===== config.mk =====
export PLATFORM = sky130hd
export DESIGN_NAME = binary_counter_param
export DESIGN_NICKNAME = d
export VERILOG_FILES = /design/src/rtl/binary_counter_param.sv
export SDC_FILE = /design/constraint.sdc
export NUM_CORES = 1
export LEC_CHECK = 0
export BUFFER_PORTS_ARGS = -buffer_cell sky130_fd_sc_hd__buf_2
export CELL_PAD_IN_SITES_DETAIL_PLACEMENT = 1
export CELL_PAD_IN_SITES_GLOBAL_PLACEMENT = 1
export CORE_AREA = 2 2 51 53
export CTS_BUF_LIST = sky130_fd_sc_hd__clkbuf_8
export DETAILED_ROUTE_END_ITERATION = 10
export DIE_AREA = 0 0 53 55
export GPL_TIMING_DRIVEN = 1
export PLACE_DENSITY = 0.76
export SYNTH_ARGS = -nofsm -noshare
export SYNTH_HDL_FRONTEND = slang
export SYNTH_SLANG_ARGS = --single-unit
export TNS_END_PERCENT = 50

===== constraint.sdc =====
create_clock -name clk -period 5.4 [get_ports clk]
set_clock_uncertainty 0.2 [all_clocks]
set_input_delay 0.81 -clock clk [delete_from_list [all_inputs] [get_ports clk]]
set_output_delay 0.81 -clock clk [all_outputs]
set_load 0.02 [all_outputs]

===== src/rtl/binary_counter_param.sv =====
// Parametrised up/down counter with programmable modulus, run-time step, parallel load,
// wrap/saturate selection, optional edge-qualified requests and registered status flags.
module binary_counter_param #(
    parameter int WIDTH     = 4,
    parameter int MAX_VAL   = 2**WIDTH-1,
    parameter int EDGE_MODE = 0
) (
    input  logic             clk,
    input  logic             reset,
    input  logic             enable,
    input  logic             increment,
    input  logic             decrement,
    input  logic             load,
    input  logic [WIDTH-1:0] load_value,
    input  logic [WIDTH-1:0] step,
    input  logic             sat_mode,
    output logic [WIDTH-1:0] count,
    output logic             at_max,
    output logic             at_zero,
    output logic             overflow,
    output logic             underflow
);

    localparam logic [WIDTH:0] LP_MAX = (WIDTH+1)'(MAX_VAL);
    localparam logic [WIDTH:0] LP_MOD = LP_MAX + 1'b1;

    logic [WIDTH-1:0] r_count;
    logic             r_at_max;
    logic             r_at_zero;
    logic             r_ovf;
    logic             r_unf;

    logic             w_up;
    logic             w_dn;
    logic [WIDTH:0]   w_cnt;
    logic [WIDTH:0]   w_step;
    logic [WIDTH:0]   w_ld;
    logic [WIDTH:0]   w_sum;
    logic [WIDTH:0]   w_next;
    logic             w_ovf;
    logic             w_unf;

    generate
        if (EDGE_MODE != 0) begin : g_edge
            logic r_inc_q;
            logic r_dec_q;
            // History is tracked regardless of enable so a held request never re-fires.
            always_ff @(posedge clk) begin
                if (!reset) begin
                    r_inc_q <= 1'b0;
                    r_dec_q <= 1'b0;
                end else begin
                    r_inc_q <= increment;
                    r_dec_q <= decrement;
                end
            end
            assign w_up = increment & ~r_inc_q;
            assign w_dn = decrement & ~r_dec_q;
        end else begin : g_level
            assign w_up = increment;
            assign w_dn = decrement;
        end
    endgenerate

    assign w_cnt  = {1'b0, r_count};
    assign w_step = ({1'b0, step} > LP_MAX) ? LP_MAX : {1'b0, step};
    assign w_ld   = ({1'b0, load_value} > LP_MAX) ? LP_MAX : {1'b0, load_value};
    assign w_sum  = w_cnt + w_step;

    always_comb begin
        w_next = w_cnt;
        w_ovf  = 1'b0;
        w_unf  = 1'b0;
        if (load) begin
            w_next = w_ld;
        end else if (enable && (w_up ^ w_dn)) begin
            if (w_up) begin
                if (w_sum > LP_MAX) begin
                    w_ovf  = 1'b1;
                    w_next = sat_mode ? LP_MAX : (w_sum - LP_MOD);
                end else begin
                    w_next = w_sum;
                end
            end else begin
                if (w_step > w_cnt) begin
                    w_unf  = 1'b1;
                    w_next = sat_mode ? '0 : (w_cnt + LP_MOD - w_step);
                end else begin
                    w_next = w_cnt - w_step;
                end
            end
        end
    end

    always_ff @(posedge clk) begin
        if (!reset) begin
            r_count   <= '0;
            r_at_max  <= (LP_MAX == '0);
            r_at_zero <= 1'b1;
            r_ovf     <= 1'b0;
            r_unf     <= 1'b0;
        end else begin
            r_count   <= w_next[WIDTH-1:0];
            r_at_max  <= (w_next == LP_MAX);
            r_at_zero <= (w_next == '0);
            r_ovf     <= w_ovf;
            r_unf     <= w_unf;
        end
    end

    assign count     = r_count;
    assign at_max    = r_at_max;
    assign at_zero   = r_at_zero;
    assign overflow  = r_ovf;
    assign underflow = r_unf;

endmodule


* After elaboration in Yosys (flattened, before gate mapping)
Index checks and enable logic that the tools add are counted.
** Storage, ports and cells
- Bits in registers :: 8
- Latch bits :: 0
- Bits in writable memories :: 0
- Bits in read-only memories :: 0
- Input bits :: 15
- Output and inout bits :: 8
- Memories kept :: 0
** Operators by class
- Add/subtract/negate cells :: 5
- $mul :: 0
- Divide/modulo/power cells :: 0
- Order comparisons :: 2
- Equality and inequality tests :: 1
- Shift-type cells :: 0
- Muxes and demuxes :: 9
- Bitwise logic cells :: 4
- Reduce and logical (&&, ||, !) cells :: 4
** Operators by type and width (number)
- $mux 5 :: 7
- $reduce_or 4->1 :: 2
- $add 4x4->5 :: 1
- $add 4x5->5 const B :: 1
- $eq 5x4->1 const B :: 1
- $gt 5x4->1 const B :: 1
- $logic_not 5->1 :: 1
- $sub 4x4->5 :: 1
- $sub 5x4->5 :: 1
- $sub 5x5->5 const B :: 1
- $gt 4x4->1 :: 1
- $not 1->1 :: 3
- $mux 1 :: 2
- $logic_and 1x1->1 :: 1
- $xor 1x1->1 :: 1

* Depth between registers and ports, before layout
Gate-level depths: netlist of the first run.
- Word-level depth :: 8
- Depth in mapped cells :: 8

* Worst setup path after synthesis of the first run
OpenSTA, ideal clock, no wires.
- Kind :: input to register
- Start :: input port step[0]
- End :: register r_at_zero, in the netlist at_zero
- Setup time :: 96 ps
- Data arrival time :: 2493 ps
- Required time :: 5104 ps
- Setup slack :: 2611 ps
- Stages on the path :: 8
- Path buffers :: 0
- Cells stage by stage :: ha_1 -> fa_1 -> or2b_2 -> a2bb2oi_1 -> a31o_2 -> a221oi_1 -> nand2_2 -> o41ai_2
** Between the ends
- Longest elaborated chain between the ends :: 8
- Elaborated cells between the ends (all ways) :: 14
** Ends and longest elaborated chain
- start: declaration :: RTL line 15 : input logic [WIDTH-1:0] step,
- $add 4x4->5 :: RTL line 68 : assign w_sum = w_cnt + w_step;
- $sub 5x5->5 :: RTL line 80 : w_next = sat_mode ? LP_MAX : (w_sum - LP_MOD);
- $mux 5 :: RTL line 80
- $mux 5 :: RTL line 78 : if (w_sum > LP_MAX) begin
- $mux 5 (*) :: RTL line 77 : if (w_up) begin
- $mux 5 (*) :: RTL line 76 : end else if (enable && (w_up ^ w_dn)) begin
- $mux 5 (*) :: RTL line 74 : if (load) begin
- $logic_not 5->1 (*) :: RTL line 105 : r_at_zero <= (w_next == '0);
- end signal: assignment :: RTL line 105
- end: declaration :: RTL line 29 : logic r_at_zero;
Mark *: on every way between the ends. The rest lies on a longest branch, timed or not.
A chain may end at the register's enable or synchronous reset.

* Worst setup path in the final report of the first run
Ends and elaborated chain as after synthesis.

==> results.cfg, run 1 <==
[place]
gp_congestion = 0.802
place_hpwl_mm = 1.72
portBuffers = 22

[global_route]
antenna_found_initial = 0
track_usage_pct = 15.9
grt_max_degree = 12
grt_pass1_wl_mm = 3.35
grt_pass1_vias = 741
grt-ovfl-total = 0

[die]
die_height_um = 55
die-area_um2 = 2920
coreArea_um2 = 2360
io_pins = 23
fp.dieW_um = 53
num_rows = 18
initial_core_util_pct = 33.3

[timing]
fin_crit_sh_pct = 52.4
setup_viol = 0
holdWs_ns = 0.619
fmax_mhz = 354
worstMarginPinSlew_ns = 0.471
setup_tns_ns = 0
hold_viol = 0
maxSlewHeadroom_pct = 68.4
period_needed_ns = 2.83
rsz0062_at_grt = false
slew_violations = 0

[logic_synthesis]
seq_area_frac_synth_pct = 20.3
ys_ff_latch = 8
synth_cell_types = 35
avgSynthCellArea_um2 = 8.46
syn_area_um2 = 787
synth_nets = 118
synth_warnings = 0
netlist_instances = 93

[power]
power_leakage_nw = 0.459
combPwrFrac_pct = 36.4
power_frac_clock_pct = 32.5
power.switching_mw = 0.0702
switching_share_pct = 33.1
p_per_area_nw_per_um2 = 223
pwr-share-seq_pct = 31.1
irDropWorstVdd_uv = 181
intPower_mw = 0.142

[layout]
num-nets-final = 143
diodes = 0
area_growth_pct = 20.8
drive_gt1_share_pct = 29.3
fillCellCount = 306

[critical_path]
worstPathArrival_ns = 2.76
crit_fanout = 3
critPathRequiredTime_ns = 5.33
critPathCaptureType = flip-flop
worstSetupPathType = input port to flip-flop
worst_setup_path_start_kind = input port

[detailed_routing]
wire_per_inst_um = 13.9
via_count = 738
antenna_left = 0
drt_wl_total_mm = 2.03
drcViolationCount = 0
initialDrtViolationCount = 4
via_per_inst = 5.05
first_pass_iters = 3

[cts]
cts-buffers-inserted = 3
htree_levels = 1
cts.repair.resized = 0
clk_latency_ns = 0.22
cts_tree = built
clk_path_buf_depth = 2
postCtsSetupBuffers = 0
cts_sinks = 8
cts_root_buffer = clkbuf_8
cts-hold-fix-buffers = 0
clk_pin_slew_worst_paths_ns = 0.04

[min_path]
hold_class = flip-flop to flip-flop

[status]
outcome = finished, final reports clean

[flow_run]
maxCapViolations = 0
-- Yosys cell counts --
cell type	number	area, µm²
a211oi_1	2	15.0
a21oi_1	8	40.0
a21oi_2	1	8.76
a221oi_1	3	26.3
a2bb2oi_1	1	8.76
a31o_1	1	8.76
a31o_2	1	8.76
a31oi_1	2	12.5
and2_1	3	18.8
and3_1	1	6.26
buf_6	1	11.3
clkbuf_8	1	13.8
dfxtp_1	8	160
fa_1	2	40.0
ha_1	8	100
inv_1	12	45.0
mux2i_1	1	10.0
nand2_1	5	18.8
nand2_2	1	6.26
nand3b_1	1	7.51
nand3b_2	1	11.3
nand4_1	1	6.26
nor2_1	14	52.6
nor2b_1	2	12.5
nor3_1	1	5.00
o211ai_1	1	7.51
o21a_1	1	7.51
o21ai_0	1	5.00
o22ai_1	1	6.26
o311ai_4	1	26.3
o31ai_4	1	21.3
o41ai_2	1	16.3
or2b_2	1	8.76
xnor2_1	2	17.5
xor2_2	1	16.3
-- worst max-delay path: stages --
cell       delay (ns)
buf_2            0.11
ha_1             0.21
fa_1             0.38
or2b_2           0.18
a2bb2oi_1        0.10
a31o_2           0.26
a221oi_1         0.42
nand2_2          0.08
o41ai_2          0.20
-- flip-flops by register name, indices dropped and copies added (netlist names) --
register / count
underflow: 1
at_max: 1
count: 4
at_zero: 1
overflow: 1
-- kinds of logic after synthesis --
| logic type | synth area share [%] |
|---|---|
| simple gates | 19.6 |
| compound gates | 27.8 |
| buf+inv | 8.90 |
| fa+ha+maj | 17.8 |
| flops | 20.3 |
| xor+xnor | 4.29 |
| mux | 1.27 |
-- layout make-up --
cell class,count,area (µm²),area share [%]
tap,30,37.5,3.95
clock buffer,3,41.3,4.34
sequential,8,160,16.8
inverter,12,45.0,4.74
timing repair buffer,22,110,11.6
multi-input combinational,71,557,58.6
-- layout by cell type (no fill, tap or decap), types with 2 or more instances in the layout --
master    netlist  layout
nor2_1         14      14
ha_1            8       8
fa_1            2       2
inv_1          12      12
a21oi_1         8       8
xnor2_1         2       2
a211oi_1        2       2
a221oi_1        3       3
dfxtp_1         8       8
buf_2           0      22
nand2_1         5       5
nor2b_1         2       2
a31oi_1         2       2
and2_1          3       3
clkbuf_8        1       3
-- per-layer routing --
layer,share of wire (%),vias up,global-route usage [%]
li1,-,368,-
met1,48,347,21.0
met2,47,21,26.5
met3,4.5,2,4.30
met4,0.79,0,2.14
met5,0,-,0
-- path summary, 6_finish.rpt --
path                                from         to  slack [ns]  cells after the start
worst min register to register  count[3]  underflow        0.62                      4
worst min-delay path            count[3]  underflow        0.62                      4
worst max-delay path             step[0]    at_zero        2.57                      9
worst max register to register  count[0]    at_zero        2.95                      8
-- power groups by stage --
stage          sequential [mW]  combinational, mW  clock (mW)
4_1_cts                 0.0662             0.0776      0.0713
5_1_grt                 0.0666             0.0858      0.0749
3_3_place_gp            0.0671             0.0748           0
3_5_place_dp            0.0672             0.0772           0
2_1_floorplan           0.0706             0.0507           0
6_report                0.0660             0.0772      0.0688
-- stage by stage --
stage | worst slack [ns] | total power, mW | std cells | util, % | area (µm²)
floorplan | 2.61 | 0.121 | 93 | - | 787
global placement | 2.41 | 0.142 | 143 | 38.5 | 910
detailed placement | 2.32 | 0.144 | 143 | 38.5 | 910
CTS | 2.55 | 0.215 | 146 | 40.2 | 951
global route | 2.39 | 0.227 | 146 | 40.2 | 951
finish | 2.57 | 0.212 | 146 | 40.2 | 951
Power figures use the tool's default switching activity.
==> inputs of run 2 (changes only) <==
--- a/config.mk
+++ b/config.mk
@@ -5,6 +5,7 @@
 export SDC_FILE = /design/constraint.sdc
 export NUM_CORES = 1
 export LEC_CHECK = 0
+export ABC_AREA = 1
 export BUFFER_PORTS_ARGS = -buffer_cell sky130_fd_sc_hd__buf_2
 export CELL_PAD_IN_SITES_DETAIL_PLACEMENT = 1
 export CELL_PAD_IN_SITES_GLOBAL_PLACEMENT = 1
@@ -13,7 +14,7 @@
 export DETAILED_ROUTE_END_ITERATION = 10
 export DIE_AREA = 0 0 53 55
 export GPL_TIMING_DRIVEN = 1
-export PLACE_DENSITY = 0.76
+export PLACE_DENSITY = 0.8
 export SYNTH_ARGS = -nofsm -noshare
 export SYNTH_HDL_FRONTEND = slang
 export SYNTH_SLANG_ARGS = --single-unit
==> constraint.sdc (replaced) <==
create_clock -name clk -period 2.9 [get_ports clk]
set_clock_uncertainty 0.2 [all_clocks]
set_input_delay 0.435 -clock clk [delete_from_list [all_inputs] [get_ports clk]]
set_output_delay 0.435 -clock clk [all_outputs]
set_load 0.02 [all_outputs]
==> results.cfg, run 2 <==
[status]
outcome = finished, final reports clean

[critical_path]
startpoint = count[0]
critPathCaptureType = flip-flop
critPathRequiredTime_ns = 2.82
worstSetupPathType = flip-flop to flip-flop
timing.rr.start = count[0]
worst_setup_path_start_kind = flip-flop
crit_fanout = 4
worstPathArrival_ns = 2.11

[die]
die_height_um = 55
coreArea_um2 = 2360
initial_core_util_pct = 34.1
die-area_um2 = 2920
io_pins = 23
fp.dieW_um = 53
num_rows = 18

[detailed_routing]
first_pass_iters = 4
drcViolationCount = 0
via_count = 823
initialDrtViolationCount = 4
via_per_inst = 4.81
antenna_left = 0
drt_wl_total_mm = 2.09
wire_per_inst_um = 12.2

[place]
dp_worst_setup_slack_ns = 0.543
portBuffers = 22
dp.cells = 168
place_hpwl_mm = 1.83
gp_congestion = 0.787
dpl-instance-area_um2 = 942

[logic_synthesis]
yosys-top-cells-area = dfxtp_1 (20%), ha_1 (12%), nand2_1 (12%), a21oi_1 (6.8%), nand3_1 (5.6%)
ys_async_sr_fraction_pct = 0
netlist_instances = 117
synth_cell_types = 23
seq_area_frac_synth_pct = 19.9
avgSynthCellArea_um2 = 6.89
yosysTopAreaCell = dfxtp_1
synth_edf_count = 0
synth_nets = 142
yosysTopAreaCellShare_pct = 19.9
synth_warnings = 0
synthFlopType = dfxtp_1
yosysMostFrequentCell = nand2_1
ys_ff_latch = 8
syn_area_um2 = 806
synthTopCellsByCount = nand2_1 (25), inv_1 (12), a21oi_1 (11), nor2_1 (11), nand3_1 (9)

[global_route]
grt-ovfl-total = 0
track_usage_pct = 17.4
grt_use_met3_pct = 1.61
grt_pass1_wl_mm = 3.70
grt_max_degree = 9
busiest_layer = met2
gr-usage-met2_pct = 33.5
grt_pass1_vias = 860
met1_usage_pct = 20.3
antenna_found_initial = 0

[cts]
cts_root_buffer = clkbuf_8
cts.repair.resized = 0
cts-buffers-inserted = 3
postCtsSetupBuffers = 0
clk_latency_ns = 0.22
clk_path_buf_depth = 2
htree_levels = 1
cts_tree = built
cts-hold-fix-buffers = 0
cts_sinks = 8
clk_pin_slew_worst_paths_ns = 0.04

[layout]
seqCellArea_um2 = 160
area_growth_pct = 22.0
final_cell_mix = nand2_1 (25), buf_2 (22), inv_1 (12), nor2_1 (11), a21oi_1 (11)
diodes = 0
final_area_um2 = 983
finalNonFillerCells = 171
multiInputGateArea_um2 = 572
fillCellCount = 330
drive_gt1_share_pct = 31.9
num-nets-final = 168
largest_reg_flops = 4
layout_commonest_cell = nand2_1

[timing]
setup_tns_ns = 0
fin_crit_sh_pct = 75.6
setup_viol = 0
rsz0062_at_grt = false
worstMarginPinSlew_ns = 0.242
hold_viol = 0
fmax_mhz = 456
maxSlewHeadroom_pct = 83.7
period_needed_ns = 2.19
timing.final.ws_setup_ns = 0.707
slew_violations = 0

[power]
p_per_area_nw_per_um2 = 403
irDropWorstVdd_uv = 335
power_leakage_nw = 0.520

[flow_run]
maxCapViolations = 0

[min_path]
hold_start = reset
hold_class = input port to flip-flop
-- run 2: path summary, 6_finish.rpt --
kind | endpoint | slack [ns] | cells past startpoint
max | at_max | 0.71 | 10
max reg2reg | at_max | 0.71 | 10
min | at_zero | 0.22 | 2
min reg2reg | count[2] | 0.54 | 3
-- run 2: cells by family (layout without fill, tap and decap cells) --
| logic type | after synthesis | after routing | share of synthesized area [%] |
|---|---|---|---|
| simple gates | 64 | 64 | 39.6 |
| compound gates | 18 | 18 | 14.0 |
| buf+inv | 17 | 41 | 9.16 |
| fa+ha+maj | 10 | 10 | 17.4 |
| flops | 8 | 8 | 19.9 |
-- run 2: metrics by stage --
| step | power (mW) | hold WS [ns] | util [%] |
|---|---|---|---|
| finish | 0.396 | 0.225 | 41.6 |
| detailed placement | 0.269 | 0.457 | 39.8 |
| global placement | 0.264 | 0.452 | 39.8 |
| floorplan | 0.225 | 0.304 | - |
| global route | 0.429 | 0.232 | 41.6 |
| CTS | 0.402 | 0.223 | 41.6 |
-- run 2: layer usage --
layer	part of all wire [%]	wire [µm]
met5	0	0
met4	1.2	26
met3	3.3	68
met2	53	1120
met1	42	879
-- run 2: layout make-up --
class | count | share of cell area, %
Clock buffer | 3 | 4.20
Multi-Input combinational cell | 92 | 58.1
Sequential cell | 8 | 16.3
Tap cell | 30 | 3.82
Inverter | 16 | 6.36
Timing Repair Buffer | 22 | 11.2
-- run 2: worst max-delay path, cell delays in order (launching register included) --
cell and delay, ns:
dfxtp_1 0.38, inv_1 0.06, ha_1 0.21, fa_1 0.39
or2_1 0.26, a21oi_1 0.18, nor2_1 0.06, nor2_1 0.08
o21ai_0 0.11, nand3_1 0.11, nor2_1 0.05
-- run 2: where the power goes --
group          switching [mW]  total, mW  leakage [nW]  internal [mW]
Clock                  0.0414      0.131        0.0216         0.0897
Sequential            0.00607      0.123        0.0658          0.117
Combinational          0.0888      0.142         0.433         0.0535
Total                   0.136      0.396         0.520          0.260
==> inputs of run 3 (changes only) <==
--- a/config.mk
+++ b/config.mk
@@ -5,7 +5,7 @@
 export SDC_FILE = /design/constraint.sdc
 export NUM_CORES = 1
 export LEC_CHECK = 0
-export ABC_AREA = 1
+export ABC_AREA = 0
 export BUFFER_PORTS_ARGS = -buffer_cell sky130_fd_sc_hd__buf_2
 export CELL_PAD_IN_SITES_DETAIL_PLACEMENT = 1
 export CELL_PAD_IN_SITES_GLOBAL_PLACEMENT = 1
@@ -14,7 +14,7 @@
 export DETAILED_ROUTE_END_ITERATION = 10
 export DIE_AREA = 0 0 53 55
 export GPL_TIMING_DRIVEN = 1
-export PLACE_DENSITY = 0.8
+export PLACE_DENSITY = 0.79
 export SYNTH_ARGS = -nofsm -noshare
 export SYNTH_HDL_FRONTEND = slang
 export SYNTH_SLANG_ARGS = --single-unit
==> constraint.sdc (replaced) <==
create_clock -name clk -period 1.9 [get_ports clk]
set_clock_uncertainty 0.2 [all_clocks]
set_input_delay 0.285 -clock clk [delete_from_list [all_inputs] [get_ports clk]]
set_output_delay 0.285 -clock clk [all_outputs]
set_load 0.02 [all_outputs]
==> results.cfg, run 3 (same netlist as run 1, synthesis figures left out) <==
[status]
outcome = finished with violations
violations = negative setup slack

[cts]
htree_levels = 1
cts_tree = built
clk_latency_ns = 0.23
cts_sinks = 8
cts-buffers-inserted = 3
cts-hold-fix-buffers = 0
clk_pin_slew_worst_paths_ns = 0.05
clk_path_buf_depth = 2
cts_root_buffer = clkbuf_8

[timing]
fin_crit_sh_pct = 122
holdWs_ns = 0.0998
hold_viol = 0
setup_tns_ns = -1.97
rsz0062_at_grt = true
timing.final.ws_setup_ns = -0.423
period_needed_ns = 2.32
maxSlewHeadroom_pct = 72.6
slew_violations = 0
fmax_mhz = 430
setup_viol = 6
worstMarginPinSlew_ns = 0.408

[power]
combPwrFrac_pct = 44.8
power.switching_mw = 0.240
power_leakage_nw = 0.597
power_frac_clock_pct = 28.9
irDropWorstVdd_uv = 628
switching_share_pct = 33.7
pwr-share-seq_pct = 26.3
intPower_mw = 0.472
p_per_area_nw_per_um2 = 574

[global_route]
grt_max_degree = 11
antenna_found_initial = 0
track_usage_pct = 20.4
grt-ovfl-total = 0
grt_pass1_vias = 927
grt_pass1_wl_mm = 4.35

[layout]
final_cell_mix = buf_4 (26), buf_2 (22), inv_1 (13), nor2_1 (13), a21oi_1 (7)
layout_commonest_cell = buf_4
area_growth_pct = 57.4
num-nets-final = 169
diodes = 0
largest_reg_flops = 4
drive_gt1_share_pct = 52.4

[critical_path]
reg2reg_to = at_zero
worstPathArrival_ns = 2.25
cp_slowest_cell = o311ai_4
cp_cell_sequence = ha_4, fa_2, or2b_2, a2bb2oi_2, a31o_1, o311ai_4, nand2_2, o41ai_2
critPathCaptureType = flip-flop
critPathRequiredTime_ns = 1.82
crit_fanout = 3
worstSetupPathType = flip-flop to flip-flop
max_stage_delay_ns = 0.36
reg2reg_slack_ns = -0.42
timing.rr.start = count[0]
worstRegToRegCells = 8
worst_setup_path_start_kind = flip-flop

[detailed_routing]
drt_wl_total_mm = 2.61
antenna_left = 0
first_pass_iters = 4
via_count = 857
wire_per_inst_um = 15.1
via_per_inst = 4.95
drcViolationCount = 0
initialDrtViolationCount = 5

[die]
coreArea_um2 = 2360
fp.dieW_um = 53
initial_core_util_pct = 33.3
die_height_um = 55
die-area_um2 = 2920
io_pins = 23
num_rows = 18

[place]
gp_congestion = 0.833
place_hpwl_mm = 2.14
dp_worst_setup_slack_ns = -0.456
portBuffers = 22

[min_path]
hold_class = input port to flip-flop
hold_depth = 2
hold_start = reset
min_to = at_zero

[flow_run]
maxCapViolations = 0
## run 3: cell types whose count changed in the layout (fill, tap and decap cells not counted), moves of 3 or more
| cell | delta |
|---|---|
| ha_1 | -3 |
| a21oi_1 | -4 |
| nand2_1 | -20 |
| dfxtp_1 | -3 |
| nand3_2 | -4 |
| buf_4 | +26 |
| nand2_2 | -6 |
| inv_2 | -3 |
| nand3_1 | -9 |
## run 3: stage by stage
step	power (mW)	area, µm²	utilization [%]	instances
3_5_place_dp	0.484	1130	47.8	168
4_1_cts	0.710	1200	50.8	173
6_report	0.712	1240	52.4	173
5_1_grt	0.761	1240	52.4	173
3_3_place_gp	0.469	1130	47.8	168
2_1_floorplan	0.352	821	-	93
## run 3: how the worst max path moves through the flow
stage,endpoint,slack [ns],cells past startpoint,start
final,at_zero,-0.42,8,count[0]
after global routing,at_zero,-0.50,9,count[0]
after CTS,at_zero,-0.38,7,count[1]
after detailed placement,at_zero,-0.46,9,step[1]
after global placement,at_zero,-0.41,9,step[1]
after floorplan,at_zero,-0.24,8,count[0]
## run 3: area by class of cell
type | count | area (µm²)
clock buffer | 3 | 41.3
clock inverter | 1 | 3.75
fill | 302 | 1130
inverter | 12 | 45.0
multi-input combinational | 71 | 637
sequential | 8 | 169
tap | 30 | 37.5
timing repair buffer | 48 | 305
## run 3: power by group through the flow
stage,Sequential [mW],Clock [mW],Combinational [mW]
6_report,0.187,0.205,0.319
2_1_floorplan,0.202,0,0.150
3_3_place_gp,0.190,0,0.279
5_1_grt,0.189,0.224,0.349
3_5_place_dp,0.190,0,0.294
4_1_cts,0.188,0.216,0.306
## run 3: repair_timing
item | CTS | global route
pin swaps | 3 | 6
hold endpoints to repair | 0 | 0
buffers inserted | 1 | 0
endpoints found under the setup margin | 6 | 6
gates resized for setup | 3 | 7
## run 3: metal layers
metal / track usage [%] / wire length [µm] / share of wire [%] / vias up
li1: - / - / - / 421
met1: 24.0 / 1080 / 41 / 412
met2: 40.2 / 1420 / 54 / 22
met3: 3.76 / 97 / 3.7 / 2
met4: 0.855 / 9 / 0.35 / 0
met5: 0 / 0 / 0 / -
## run 3: critical path, delay by kind of cell (launching register included)
kind / cells / cell delay [ns]
AOI/OAI and AO/OA: 4 / 0.87
and+or+nand+nor: 2 / 0.29
adders and majority gates: 2 / 0.51
DFF: 1 / 0.35
